`src/rtl/ins_fetch_if.sv`:
```
// Fetch-stage bus: instruction-memory port, control-unit inputs and decoder handshake.
// Latency: none, this is wiring only.
// Backpressure: the decoder stalls the stage by holding dec_ready low.
interface ins_fetch_if;
    // instruction memory
    logic [31:0] Ins;
    logic [31:0] pc;
    logic        InsMemRW;
    // control unit / register file
    logic        PCWre;
    logic [1:0]  PCSrc;
    logic [31:0] imm_ext;
    logic [31:0] rs_data;
    // decoder handshake
    logic        dec_ready;
    logic [31:0] ir;
    logic        ir_valid;
    // status
    logic        halted;
    logic        fault;
    logic [31:0] fetch_count;

    // The fetch stage itself
    modport master (
        input  Ins, PCWre, PCSrc, imm_ext, rs_data, dec_ready,
        output pc, InsMemRW, ir, ir_valid, halted, fault, fetch_count
    );

    // Memory, control unit and decoder side
    modport slave (
        output Ins, PCWre, PCSrc, imm_ext, rs_data, dec_ready,
        input  pc, InsMemRW, ir, ir_valid, halted, fault, fetch_count
    );
endinterface

```
`src/rtl/ins_fetch.sv`:
```
// Instruction fetch: owns pc, reads instruction memory, offers ir to the decoder.
// Latency: 2 cycles per instruction minimum (FETCH then VALID); first ir two edges after reset release.
// Backpressure: ir/pc hold in VALID until dec_ready and PCWre are both high on an edge.
// Optional feature: FETCH_STATS_EN enables the fetch_count counter (tied to 0 otherwise).
module ins_fetch #(
    parameter logic [31:0] RESET_PC  = 32'h0000_0000,
    parameter int          MEM_BYTES = 128
) (
    input  logic       CLK,
    input  logic       Reset,
    ins_fetch_if.master bus
);

    // Highest word address that may be fetched.
    localparam logic [31:0] PC_LAST   = 32'(MEM_BYTES - 4);
    localparam logic [5:0]  OP_HALT   = 6'b111111;

    typedef enum logic [2:0] {
        S_IDLE,
        S_FETCH,
        S_VALID,
        S_HALTED,
        S_FAULT
    } state_t;

    state_t      state_q;
    state_t      state_d;

    logic [31:0] pc_q;
    logic [31:0] ir_q;
    logic        ir_valid_q;
    logic        halted_q;
    logic        fault_q;

    logic [31:0] pc_plus4;
    logic [31:0] next_pc;
    logic        target_ok;
    logic        is_halt;
    logic        accept;

    logic        do_capture;
    logic        do_advance;
    logic        do_halt;
    logic        do_fault;
    logic        ins_mem_rw;

    // Next-PC candidates; all arithmetic wraps modulo 2^32 before the range check.
    always_comb begin
        pc_plus4 = pc_q + 32'd4;
        next_pc  = pc_plus4;
        case (bus.PCSrc)
            2'b00: next_pc = pc_plus4;
            2'b01: next_pc = pc_plus4 + (bus.imm_ext << 2);
            2'b10: next_pc = bus.rs_data;
            2'b11: next_pc = {pc_plus4[31:28], ir_q[25:0], 2'b00};
            default: next_pc = pc_plus4;
        endcase
        target_ok = (next_pc[1:0] == 2'b00) && (next_pc <= PC_LAST);
    end

    assign is_halt = (ir_q[31:26] == OP_HALT);
    assign accept  = bus.dec_ready && bus.PCWre;

    // State register.
    always_ff @(posedge CLK or negedge Reset) begin
        if (!Reset) begin
            state_q <= S_IDLE;
        end else begin
            state_q <= state_d;
        end
    end

    // Next-state and per-edge datapath strobes.
    always_comb begin
        state_d    = state_q;
        do_capture = 1'b0;
        do_advance = 1'b0;
        do_halt    = 1'b0;
        do_fault   = 1'b0;
        ins_mem_rw = 1'b0;
        case (state_q)
            S_IDLE: begin
                state_d = S_FETCH;
            end
            S_FETCH: begin
                // Memory read is combinational; Ins is valid at the closing edge.
                ins_mem_rw = 1'b1;
                do_capture = 1'b1;
                state_d    = S_VALID;
            end
            S_VALID: begin
                if (accept) begin
                    if (is_halt) begin
                        // Halt wins over any PCSrc selection.
                        do_halt = 1'b1;
                        state_d = S_HALTED;
                    end else if (target_ok) begin
                        do_advance = 1'b1;
                        state_d    = S_FETCH;
                    end else begin
                        do_fault = 1'b1;
                        state_d  = S_FAULT;
                    end
                end
            end
            S_HALTED: begin
                state_d = S_HALTED;
            end
            S_FAULT: begin
                state_d = S_FAULT;
            end
            default: begin
                state_d = S_IDLE;
            end
        endcase
    end

    // pc, ir and the sticky status flags; pc only moves on a legal accepted target.
    always_ff @(posedge CLK or negedge Reset) begin
        if (!Reset) begin
            pc_q       <= RESET_PC;
            ir_q       <= 32'h0000_0000;
            ir_valid_q <= 1'b0;
            halted_q   <= 1'b0;
            fault_q    <= 1'b0;
        end else begin
            if (do_capture) begin
                ir_q       <= bus.Ins;
                ir_valid_q <= 1'b1;
            end
            if (do_advance) begin
                pc_q       <= next_pc;
                ir_valid_q <= 1'b0;
            end
            if (do_halt) begin
                ir_valid_q <= 1'b0;
                halted_q   <= 1'b1;
            end
            if (do_fault) begin
                ir_valid_q <= 1'b0;
                fault_q    <= 1'b1;
            end
        end
    end

`ifdef FETCH_STATS_EN
    logic [31:0] fetch_cnt_q;

    // Count every instruction latched into ir; wraps naturally at 2^32.
    always_ff @(posedge CLK or negedge Reset) begin
        if (!Reset) begin
            fetch_cnt_q <= 32'd0;
        end else if (do_capture) begin
            fetch_cnt_q <= fetch_cnt_q + 32'd1;
        end
    end

    assign bus.fetch_count = fetch_cnt_q;
`else
    assign bus.fetch_count = 32'd0;
`endif

    assign bus.pc       = pc_q;
    assign bus.InsMemRW = ins_mem_rw;
    assign bus.ir       = ir_q;
    assign bus.ir_valid = ir_valid_q;
    assign bus.halted   = halted_q;
    assign bus.fault    = fault_q;

endmodule

```
`src/flat_wrapper.sv`:
```
// flat-port wrapper written by rule: the top's interface ports become plain ports
module ins_fetch_flat 
#(
    parameter logic [31:0] RESET_PC  = 32'h0000_0000,
    parameter int          MEM_BYTES = 128
)
  (CLK, Reset, bus_Ins, bus_PCWre, bus_PCSrc, bus_imm_ext, bus_rs_data, bus_dec_ready, bus_pc, bus_InsMemRW, bus_ir, bus_ir_valid, bus_halted, bus_fault, bus_fetch_count);
  ins_fetch_if bus_i ();
  input  logic CLK;
  input  logic Reset;
  input wire logic [$bits(bus_i.Ins)-1:0] bus_Ins;
  input wire logic [$bits(bus_i.PCWre)-1:0] bus_PCWre;
  input wire logic [$bits(bus_i.PCSrc)-1:0] bus_PCSrc;
  input wire logic [$bits(bus_i.imm_ext)-1:0] bus_imm_ext;
  input wire logic [$bits(bus_i.rs_data)-1:0] bus_rs_data;
  input wire logic [$bits(bus_i.dec_ready)-1:0] bus_dec_ready;
  output wire logic [$bits(bus_i.pc)-1:0] bus_pc;
  output wire logic [$bits(bus_i.InsMemRW)-1:0] bus_InsMemRW;
  output wire logic [$bits(bus_i.ir)-1:0] bus_ir;
  output wire logic [$bits(bus_i.ir_valid)-1:0] bus_ir_valid;
  output wire logic [$bits(bus_i.halted)-1:0] bus_halted;
  output wire logic [$bits(bus_i.fault)-1:0] bus_fault;
  output wire logic [$bits(bus_i.fetch_count)-1:0] bus_fetch_count;
  assign bus_i.Ins = bus_Ins;
  assign bus_i.PCWre = bus_PCWre;
  assign bus_i.PCSrc = bus_PCSrc;
  assign bus_i.imm_ext = bus_imm_ext;
  assign bus_i.rs_data = bus_rs_data;
  assign bus_i.dec_ready = bus_dec_ready;
  assign bus_pc = bus_i.pc;
  assign bus_InsMemRW = bus_i.InsMemRW;
  assign bus_ir = bus_i.ir;
  assign bus_ir_valid = bus_i.ir_valid;
  assign bus_halted = bus_i.halted;
  assign bus_fault = bus_i.fault;
  assign bus_fetch_count = bus_i.fetch_count;
  ins_fetch #(.RESET_PC(RESET_PC), .MEM_BYTES(MEM_BYTES)) u_core (.CLK(CLK), .Reset(Reset), .bus(bus_i));
endmodule
```
`config.mk`:
```
export PLATFORM = sky130hd
export DESIGN_NAME = ins_fetch_flat
export DESIGN_NICKNAME = d
export VERILOG_FILES = /design/src/rtl/ins_fetch_if.sv /design/src/rtl/ins_fetch.sv /design/src/flat_wrapper.sv
export SDC_FILE = /design/constraint.sdc
export NUM_CORES = 1
export LEC_CHECK = 0
export ABC_CLOCK_PERIOD_IN_PS = 6300
export CAP_MARGIN = 20
export CORE_MARGIN = 1
export CORE_UTILIZATION = 41
export CTS_CLUSTER_SIZE = 40
export DETAILED_ROUTE_END_ITERATION = 7
export HOLD_SLACK_MARGIN = 0.1
export PLACE_DENSITY = 0.73
export SETUP_SLACK_MARGIN = 0.2
export SLEW_MARGIN = 20
export SYNTH_ARGS = -nofsm -noshare
export SYNTH_HDL_FRONTEND = slang
export SYNTH_SLANG_ARGS = --single-unit
```
`constraint.sdc`:
```
create_clock -name CLK -period 6.3 [get_ports CLK]
set_input_delay 1.575 -clock CLK [delete_from_list [all_inputs] [get_ports CLK]]
set_output_delay 1.575 -clock CLK [all_outputs]
set_load 0.005 [all_outputs]
```
; ---- Yosys cells after proc, flatten, opt, wreduce, memory -nomap -nowiden
; Cells that the tools add are included.
[word_totals]
latchBits = 0
ram_bits = 0
in_bits = 102
elab_cells = 45
n_memories = 0
romBits = 0
output_inout_bits = 100
regBits = 70
[classes]
n_mux = 21
div_mod_pow = 0
n_eq_ne = 9
magnitude_cmp = 1
n_addsub = 2
bitwise_logic = 0
reduce_logical = 6
n_shift = 0
multipliers = 0
[ops]
columns = op, n
row1 = 32-bit one-hot mux with 4 select lines, 1
row2 = "32-bit by 3-bit adder with 32-bit output, second input constant", 1
row3 = 32-bit adder, 1
row4 = "32-bit by 7-bit less-or-equal comparator with 1-bit output, second input constant", 1
row5 = 1-bit two-way mux, 16
row6 = 3-bit one-hot mux with 5 select lines, 1
row7 = 3-bit two-way mux, 3
row8 = "3-bit by 2-bit equality test with 1-bit output, second input constant", 2
row9 = "6-bit equality test, second input constant", 1
row10 = "2-bit equality test, second input constant", 2
row11 = 2-bit logical NOT, 2
row12 = 4-bit nonzero test, 1
row13 = "3-bit by 1-bit equality test with 1-bit output, second input constant", 1
row14 = "3-bit equality test, second input constant", 1
row15 = 3-bit logical NOT, 1
row16 = "2-bit by 1-bit equality test with 1-bit output, second input constant", 1
row17 = 1-bit logical AND, 2
row18 = "2-bit by 1-bit != test with 1-bit output, second input constant", 1

; ---- Logic depth before layout (Yosys ltp)
; Gate-level depths: netlist (run 1).
[logic_depth]
word_depth = 12
ltp_mapped = 20
depth_no_buf = 19

; ---- Least setup slack after synthesis (run 1)
; OpenSTA, ideal clock, no wires.
[synth_path]
path_kind = input -> register
from = in bus_imm_ext[0]
to = reg u_core.pc_q[2] (netlist: u_core.bus.pc[2])
setup_time_ns = 0.125
required_time_ns = 6.175
arrival_time_ns = 4.785
n_path_buf = 1
path_stages = 14
setup_slack_ns = 1.390
cell_sequence = ha_1 fa_1 a211oi_1 o211ai_1 and3_1 nor2_1 xnor2_1 mux4_4 nor4_1 and4_1 and4_4 nand3_4 buf_6 mux2_4
[synth_via]
elab_chain_len = 8
[synth_lines]
columns = item, line_no
row1 = from (decl), flat_wrapper.sv:14  ; input wire logic [$bits(bus_i.imm_ext)-1:0] bus_imm_ext;
row2 = 32-bit adder (*), ins_fetch.sv:53  ; 2'b01: next_pc = pc_plus4 + (bus.imm_ext << 2);
row3 = 32-bit one-hot mux with 4 select lines (*), ins_fetch.sv:51  ; case (bus.PCSrc)
row4 = 32-bit by 7-bit less-or-equal comparator with 1-bit output, ins_fetch.sv:58  ; target_ok = (next_pc[1:0] == 2'b00) && (next_pc <= PC_LAST);
row5 = 1-bit logical AND, ins_fetch.sv:58
row6 = 1-bit two-way mux, ins_fetch.sv:97  ; end else if (target_ok) begin
row7 = 1-bit two-way mux, ins_fetch.sv:93  ; if (is_halt) begin
row8 = 1-bit two-way mux, ins_fetch.sv:92  ; if (accept) begin
row9 = 1-bit two-way mux, ins_fetch.sv:81  ; case (state_q)
row10 = to (signal assigned), ins_fetch.sv:132  ; pc_q <= next_pc;
row11 = to (decl), ins_fetch.sv:29  ; logic [31:0] pc_q;
; Every way passes the cells marked *; elsewhere a longest branch is shown, timed or not.
; A chain may end at the register's enable or synchronous reset.

; ---- Final worst setup path (run 1)
[layout_path]
from = reg u_core.pc_q[2] (netlist: u_core.bus.pc[2])
to = reg u_core.pc_q[5] (netlist: u_core.bus.pc[5])
[layout_via]
elab_chain_len = 9
[layout_lines]
columns = item, line_no
row1 = 32-bit by 3-bit adder with 32-bit output (*), ins_fetch.sv:49  ; pc_plus4 = pc_q + 32'd4;
row2 = 32-bit adder, ins_fetch.sv:53
row3 = 32-bit one-hot mux with 4 select lines (*), ins_fetch.sv:51
row4 = 32-bit by 7-bit less-or-equal comparator with 1-bit output, ins_fetch.sv:58
row5 = 1-bit logical AND, ins_fetch.sv:58
row6 = 1-bit two-way mux, ins_fetch.sv:97
row7 = 1-bit two-way mux, ins_fetch.sv:93
row8 = 1-bit two-way mux, ins_fetch.sv:92
row9 = 1-bit two-way mux, ins_fetch.sv:81
; Marked as above.

==> key figures, run 1 <==
Cells and area
  – ANT cells: 0
  – Fill cells: 1300
  – Layout cell share with drive strength beyond 1: 12.0%
  – Fin nets: ~960
  – Multi-input gate area: just under 0.004 mm²
  – Synthesis-to-layout area growth: 32.9%
  – Storage element area: ~0.0018 mm²

Synthesis
  – Post-Synthesis Cells: approximately 660
  – Synthesized area per cell: 9.07 µm²
  – Synth Register Bits: 70
  – Distinct cells, synth: 73
  – Area of the mapped netlist: 0.00596 mm²
  – Yosys warns: 0
  – Post-synth top flop: dfrtp_1
  – EDFF count, synth: 0
  – Sequential-to-total area share from yosys stat: 29.4%
  – Async set or reset register ratio after synthesis: 100%

STA
  – Clock Skew: roughly 7.4 ps
  – Fin. max-slew vios: 0
  – Slew @ Worst Pin: about 900 ps
  – Fmax: roughly 0.18 GHz
  – Final Hold Slack: around 470 ps
  – Slew margin rel.: about 38%
  – Unrepaired setup endpoints after global routing: no
  – Post-route setup TNS: 0 ps
  – Setup violators final: 0
  – Final worst path period need: 5620 ps
  – Final period utilization: between 80% and 90%
  – Final hold violation count: 0

Critical path
  – Req. time, crit path: around 6500 ps
  – CP Cell Sequence: ha_1 > nand4_2 > nor4_4 > nand2_1 > xnor2_1 > ha_1 > nand2_1 > o31ai_1 > nand3_1 > a2111oi_0 > nor2_1 > and3_1 > o31a_2 > a311oi_1 > and4_4 > nand3_4 > mux2_4
  – CP Max Fanout: 30
  – WP depth: 17
  – Critical Path Sink Type: flip-flop
  – CP Data Arrival Time: approximately 5800 ps
  – Reg2Reg Depth: 17
  – Crit Path Category: reg2reg
  – Bufs and invs on worst path: 0
  – Family with the most delay on the worst path: simple AND/OR/NAND/NOR gates
  – Max incr delay on CP: a little over 500 ps
  – Startpoint types: flip-flop
  – Worst path slowest cell: nor4_4

Floorplan
  – Die height: 123 µm
  – Die Width: roughly 120 µm
  – Ports: ~200
  – Starting Density: between 40% and 50%
  – Die area: about 0.015 mm²
  – Core Area: 0.0140 mm²
  – Rows: 43

Place
  – GP Congestion: about 0.97
  – Buffers added on ports: between 150 and 200
  – DPL Wire Length: 14800 µm

Global route
  – First-pass GRT wire length: 28300 µm
  – Number of global-route vias before repair: 5419
  – GRT Util Overall: roughly a quarter
  – Pin count of the biggest net entering global routing: slightly above 70
  – Initial antenna violation count: 0
  – GRT Residual Overflow: 0

Route
  – Vias: approximately 5700
  – Initial DRC count: 473
  – WL/cell: 18.3 µm
  – Drt pass-1 iters: 5
  – Final wirelength: between 15000 and 20000 µm
  – Final ANT Viol Nets: 0
  – DR vias/cell: 5.62
  – # DRC: 0

Clock network
  – Clock slew at the register clock pins of the worst setup and hold paths: 60 ps
  – CTS Hold Buffers Added: 0
  – CTS Buf Count: 9
  – CTS tree: yes
  – Resized cells post-CTS: 0
  – # Post-CTS Setup Buffers: 0
  – Worst skew pair latency: ~330 ps
  – CTS sink cnt: 70
  – Clock root buffer: clkbuf_16
  – Deepest clock path buffer count: 2
  – H-tree depth: 3

Pwr
  – LEAKAGE: between 3 and 4 nW
  – Power per Cell Area: about 230 mW/mm²
  – Peak VDD IR: about 290 µV

Run
  – Max-cap violations: 0

Worst hold path
  – Worst Hold Class: reg2reg
  – Hold depth: 1

Run status
  – Status: completed
-- synthesized netlist by cell type (all sizes together) (15+ instances only) --
library cell,number,area [µm²]
a21oi,38,190
and2,28,181
buf,34,263
clkbuf,19,131
dfrtp,70,1750
ha,31,388
mux2,40,469
nand2,64,243
nand3,21,118
nand4,17,119
nor2,48,180
nor3,15,75.1
o21ai,23,115
xnor2,29,254
-- kinds of logic after synthesis --
group	count (synthesis)	synth area share, %
simple gates	242	21.4
compound gates	159	18.2
flops	70	29.4
buf+inv	63	7.24
mux	47	10.6
xor+xnor	43	6.32
fa+ha+maj	32	6.85
other cells	1	0.0629
-- cell usage in the layout, fill, tap and decap left out, types with 11 or more instances in the layout --
| cell | n |
|---|---|
| xnor2_1 | 29 |
| mux2_2 | 35 |
| nor3_1 | 14 |
| nor2_1 | 48 |
| clkdlybuf4s50_1 | 166 |
| nand3_1 | 20 |
| nand2_1 | 63 |
| and2_1 | 23 |
| o211ai_1 | 13 |
| o21ai_0 | 22 |
| dfrtp_1 | 70 |
| a21oi_1 | 38 |
| xor2_1 | 14 |
| conb_1 | 32 |
| ha_1 | 31 |
| nand4_1 | 15 |
| a31oi_1 | 11 |
-- final timing paths --
| path | start | to | slack [ps] |
|---|---|---|---|
| setup / recovery | u_core.bus.pc[2]$_DFFE_PN0P_ | u_core.bus.pc[5]$_DFFE_PN0P_ | 680 |
| hold / removal | u_core.bus.halted$_DFFE_PN0P_ | u_core.bus.halted$_DFFE_PN0P_ | 470 |
| setup reg to reg | u_core.bus.pc[2]$_DFFE_PN0P_ | u_core.bus.pc[5]$_DFFE_PN0P_ | 680 |
| hold reg to reg | u_core.bus.halted$_DFFE_PN0P_ | u_core.bus.halted$_DFFE_PN0P_ | 470 |
| max in group asynchronous | Reset | u_core.bus.ir[11]$_DFFE_PN0P_ | 4240 |
| min in group asynchronous | Reset | u_core.bus.ir[14]$_DFFE_PN0P_ | 1470 |
-- final cells by class --
type / instances / share of cell area [%]
flip-flops and latches: 70 / 22.1
clock inverters: 3 / 0.269
well taps: 180 / 2.84
inverters: 10 / 0.474
repair buffers: 177 / 22.0
clock buffers: 12 / 3.11
multi-input cells: 555 / 49.2
-- sequential cells by signal (all words and copies together), names as in the netlist --
name                 cells
u_core.bus.ir           32
u_core.bus.pc           32
u_core.state_q           3
u_core.bus.fault         1
u_core.bus.halted        1
u_core.bus.ir_valid      1
-- power by group --
group	total [mW]	internal, mW	leakage, nW	switching, mW
clock	0.457	0.275	0.129	0.182
sequential	0.680	0.573	0.886	0.107
combinational	0.702	0.446	2.34	0.256
-- layer usage --
| layer | GRT usage, % | vias to the layer above | share of wire (%) |
|---|---|---|---|
| met4 | 8.84 | 0 | 2.1 |
| met2 | 40.6 | 245 | 46 |
| li1 | - | 2721 | - |
| met3 | 5.76 | 24 | 8.9 |
| met5 | 0 | - | 0 |
| met1 | 32.8 | 2672 | 43 |
-- per-stage QoR --
step | setup WS, ps | cells | total power [mW] | utilization (%) | area (µm²)
5_1_grt | 220 | 1007 | 1.94 | 56.4 | 7920
3_5_place_dp | 384 | 992 | 1.38 | 54.5 | 7650
6_report | 680 | 1007 | 1.84 | 56.4 | 7920
2_1_floorplan | 1390 | 688 | 1.01 | - | 6070
3_3_place_gp | 503 | 992 | 1.38 | 54.5 | 7650
4_1_cts | 720 | 1007 | 1.85 | 56.4 | 7920
Note: power is estimated with default switching activity, not from simulation.
==> run 2, diff against run 1 <==
--- a/config.mk
+++ b/config.mk
@@ -8,11 +8,11 @@
 export ABC_CLOCK_PERIOD_IN_PS = 6300
 export CAP_MARGIN = 20
 export CORE_MARGIN = 1
-export CORE_UTILIZATION = 41
+export CORE_UTILIZATION = 40
 export CTS_CLUSTER_SIZE = 40
 export DETAILED_ROUTE_END_ITERATION = 7
 export HOLD_SLACK_MARGIN = 0.1
-export PLACE_DENSITY = 0.73
+export PLACE_DENSITY = 0.72
 export SETUP_SLACK_MARGIN = 0.2
 export SLEW_MARGIN = 20
 export SYNTH_ARGS = -nofsm -noshare
==> run 2 against run 1 <==
Compared with the run above:
- global-route usage decreased by 0.60 points
- count of clock-buffer cells in the layout increased by 1
- via count increased by 0.39%
- cell count increased by 0.30%
- critical path type unchanged
- critical endpoint is now u_core.bus.pc[2]$_DFFE_PN0P_
- largest cell class unchanged
==> key figures, run 2 (synthesis results as in run 1) <==
Critical path
  – Reg2Reg Depth: 17
  – Req. time, crit path: approximately 6500 ps
  – Startpoint types: flip-flop
  – Critical Path Sink: u_core.bus.pc[2]$_DFFE_PN0P_
  – Crit Path Category: reg2reg
  – CP Max Fanout: 30
  – CP Data Arrival Time: 5810 ps
  – Critical Path Sink Type: flip-flop
  – CP startpoint: u_core.bus.pc[2]$_DFFE_PN0P_
  – R2R Path Start: u_core.bus.pc[2]$_DFFE_PN0P_
  – Worst R2R End: u_core.bus.pc[2]$_DFFE_PN0P_
  – R2R Setup Slk: around 700 ps

Cells and area
  – ANT cells: 0
  – Fill cells: around 1400
  – Non-Filler Instances: a little over 1000
  – Commonest non-fill, non-tap cells in the layout: clkdlybuf4s50_1, dfrtp_1, nand2_1
  – Layout cell share with drive strength beyond 1: 11.9%
  – Synthesis-to-layout area growth: 33.4%
  – Post-route core utilization: 54.7%
  – Fin nets: around 960
  – Most common cell after layout, fill and taps aside: clkdlybuf4s50_1
  – Cell area after layout: a little under 0.008 mm²

Worst hold path
  – Worst Hold Class: reg2reg
  – HP Start: u_core.bus.halted$_DFFE_PN0P_

Clock network
  – Deepest clock path buffer count: 2
  – CTS Buf Count: 9
  – # Post-CTS Setup Buffers: 0
  – Clock root buffer: clkbuf_16
  – Resized cells post-CTS: 0
  – Worst skew pair latency: about 330 ps
  – CTS Hold Buffers Added: 0
  – H-tree depth: 3
  – Clock slew at the register clock pins of the worst setup and hold paths: ~60 ps
  – CTS tree: yes
  – CTS sink cnt: 70

STA
  – Final WS setup: between 600 and 700 ps
  – Final hold violation count: 0
  – Final worst path period need: around 5600 ps
  – Unrepaired setup endpoints after global routing: no
  – Final period utilization: roughly nine tenths
  – Slew @ Worst Pin: about 900 ps
  – Final Hold Slack: ~460 ps
  – Setup violators final: 0
  – Fin. max-slew vios: 0
  – Clock Skew: between 5 and 6 ps
  – Post-route setup TNS: 0 ps
  – Fmax: 0.179 GHz
  – Slew margin rel.: between 30% and 40%

Route
  – Drt pass-1 iters: 5
  – Final ANT Viol Nets: 0
  – WL/cell: approximately 18 µm
  – Initial DRC count: 536
  – # DRC: 0
  – Final wirelength: roughly 18000 µm
  – Vias: roughly 5700
  – DR vias/cell: 5.63

Place
  – Buffers added on ports: around 170
  – Dpl cells: about 990
  – DPL Wire Length: 14600 µm
  – GP Congestion: 0.940
  – Dpl ws: ~410 ps
  – Placed inst area: ~0.0076 mm²

Pwr
  – Tot Pwr: 1.90 mW
  – Flop pwr share: a little over a third
  – P_int: approximately 1.3 mW
  – Clk pwr share: between 20% and 30%
  – Switching portion of total power: between 20% and 30%
  – Power per Cell Area: 239 mW/mm²
  – Peak VDD IR: around 220 µV
  – LEAKAGE: roughly 3.4 nW
  – Combinational Power Share: 37.1%
  – Sw Pwr: 0.554 mW

Floorplan
  – Starting Density: a little over 40%
  – Die height: approximately 120 µm
  – Core Area: 0.0145 mm²
  – Die Width: 124 µm
  – Rows: 44
  – Die area: 0.0154 mm²
  – Ports: 202

Run status
  – Status: completed

Global route
  – Number of global-route vias before repair: 5294
  – Initial antenna violation count: 0
  – Busiest grt layer: met2
  – GRT Util Overall: approximately a quarter
  – M3 GR Usage: 5.04%
  – First-pass GRT wire length: approximately 28000 µm
  – Met1 usage: roughly a third
  – Pin count of the biggest net entering global routing: a little over 70
  – GRT Residual Overflow: 0
  – M2 GR Usage: 39.1%

Run
  – Max-cap violations: 0
==> run 2: cell count changes in the layout (fill, tap and decap cells not counted) <==
cell,previous run,this run
buf_2,1,0
buf_4,10,9
bufinv_16,0,1
clkbuf_8,1,2
clkinv_4,1,0
==> run 2: worst max-delay path: stages (launching register included) <==
cell	delay (ps)
dfrtp_1	470
ha_1	290
nand4_2	260
nor4_4	520
nand2_1	130
xnor2_1	390
ha_1	260
nand2_1	130
o31ai_1	470
nand3_1	210
a2111oi_0	360
nor2_1	130
and3_1	200
o31a_2	330
a311oi_1	260
and4_4	340
nand3_4	300
mux2_4	420
==> run 2: power groups by stage <==
stage	Sequential [mW]	Clock, mW	Combinational, mW
finish	0.683	0.512	0.705
global placement	0.686	0	0.699
detailed placement	0.690	0	0.702
global route	0.701	0.544	0.762
CTS	0.684	0.522	0.708
floorplan	0.668	0	0.338
==> run 2: metal layers <==
layer / vias up / wire length [µm]
li1: 2710 / -
met2: 260 / 8580
met3: 22 / 1510
met1: 2692 / 7960
met4: 0 / 316
met5: - / 0
==> run 2: worst min-delay path by stage <==
stage	end	cells after the start	slack, ps
floorplan	u_core.bus.halted$_DFFE_PN0P_	1	450
global placement	u_core.bus.halted$_DFFE_PN0P_	1	440
detailed placement	u_core.bus.halted$_DFFE_PN0P_	1	450
CTS	u_core.bus.halted$_DFFE_PN0P_	1	470
global route	u_core.bus.halted$_DFFE_PN0P_	1	470
finish	u_core.bus.halted$_DFFE_PN0P_	1	460
==> run 2: final cells by class <==
class	instances	area (µm²)	share of cell area (%)
Tap cell	184	230	2.90
Clock buffer	13	260	3.27
Sequential cell	70	1750	22.0
Inverter	10	37.5	0.472
Multi-Input combinational cell	555	3900	49.0
Timing Repair Buffer	175	1730	21.8
Clock inverter	3	42.5	0.535
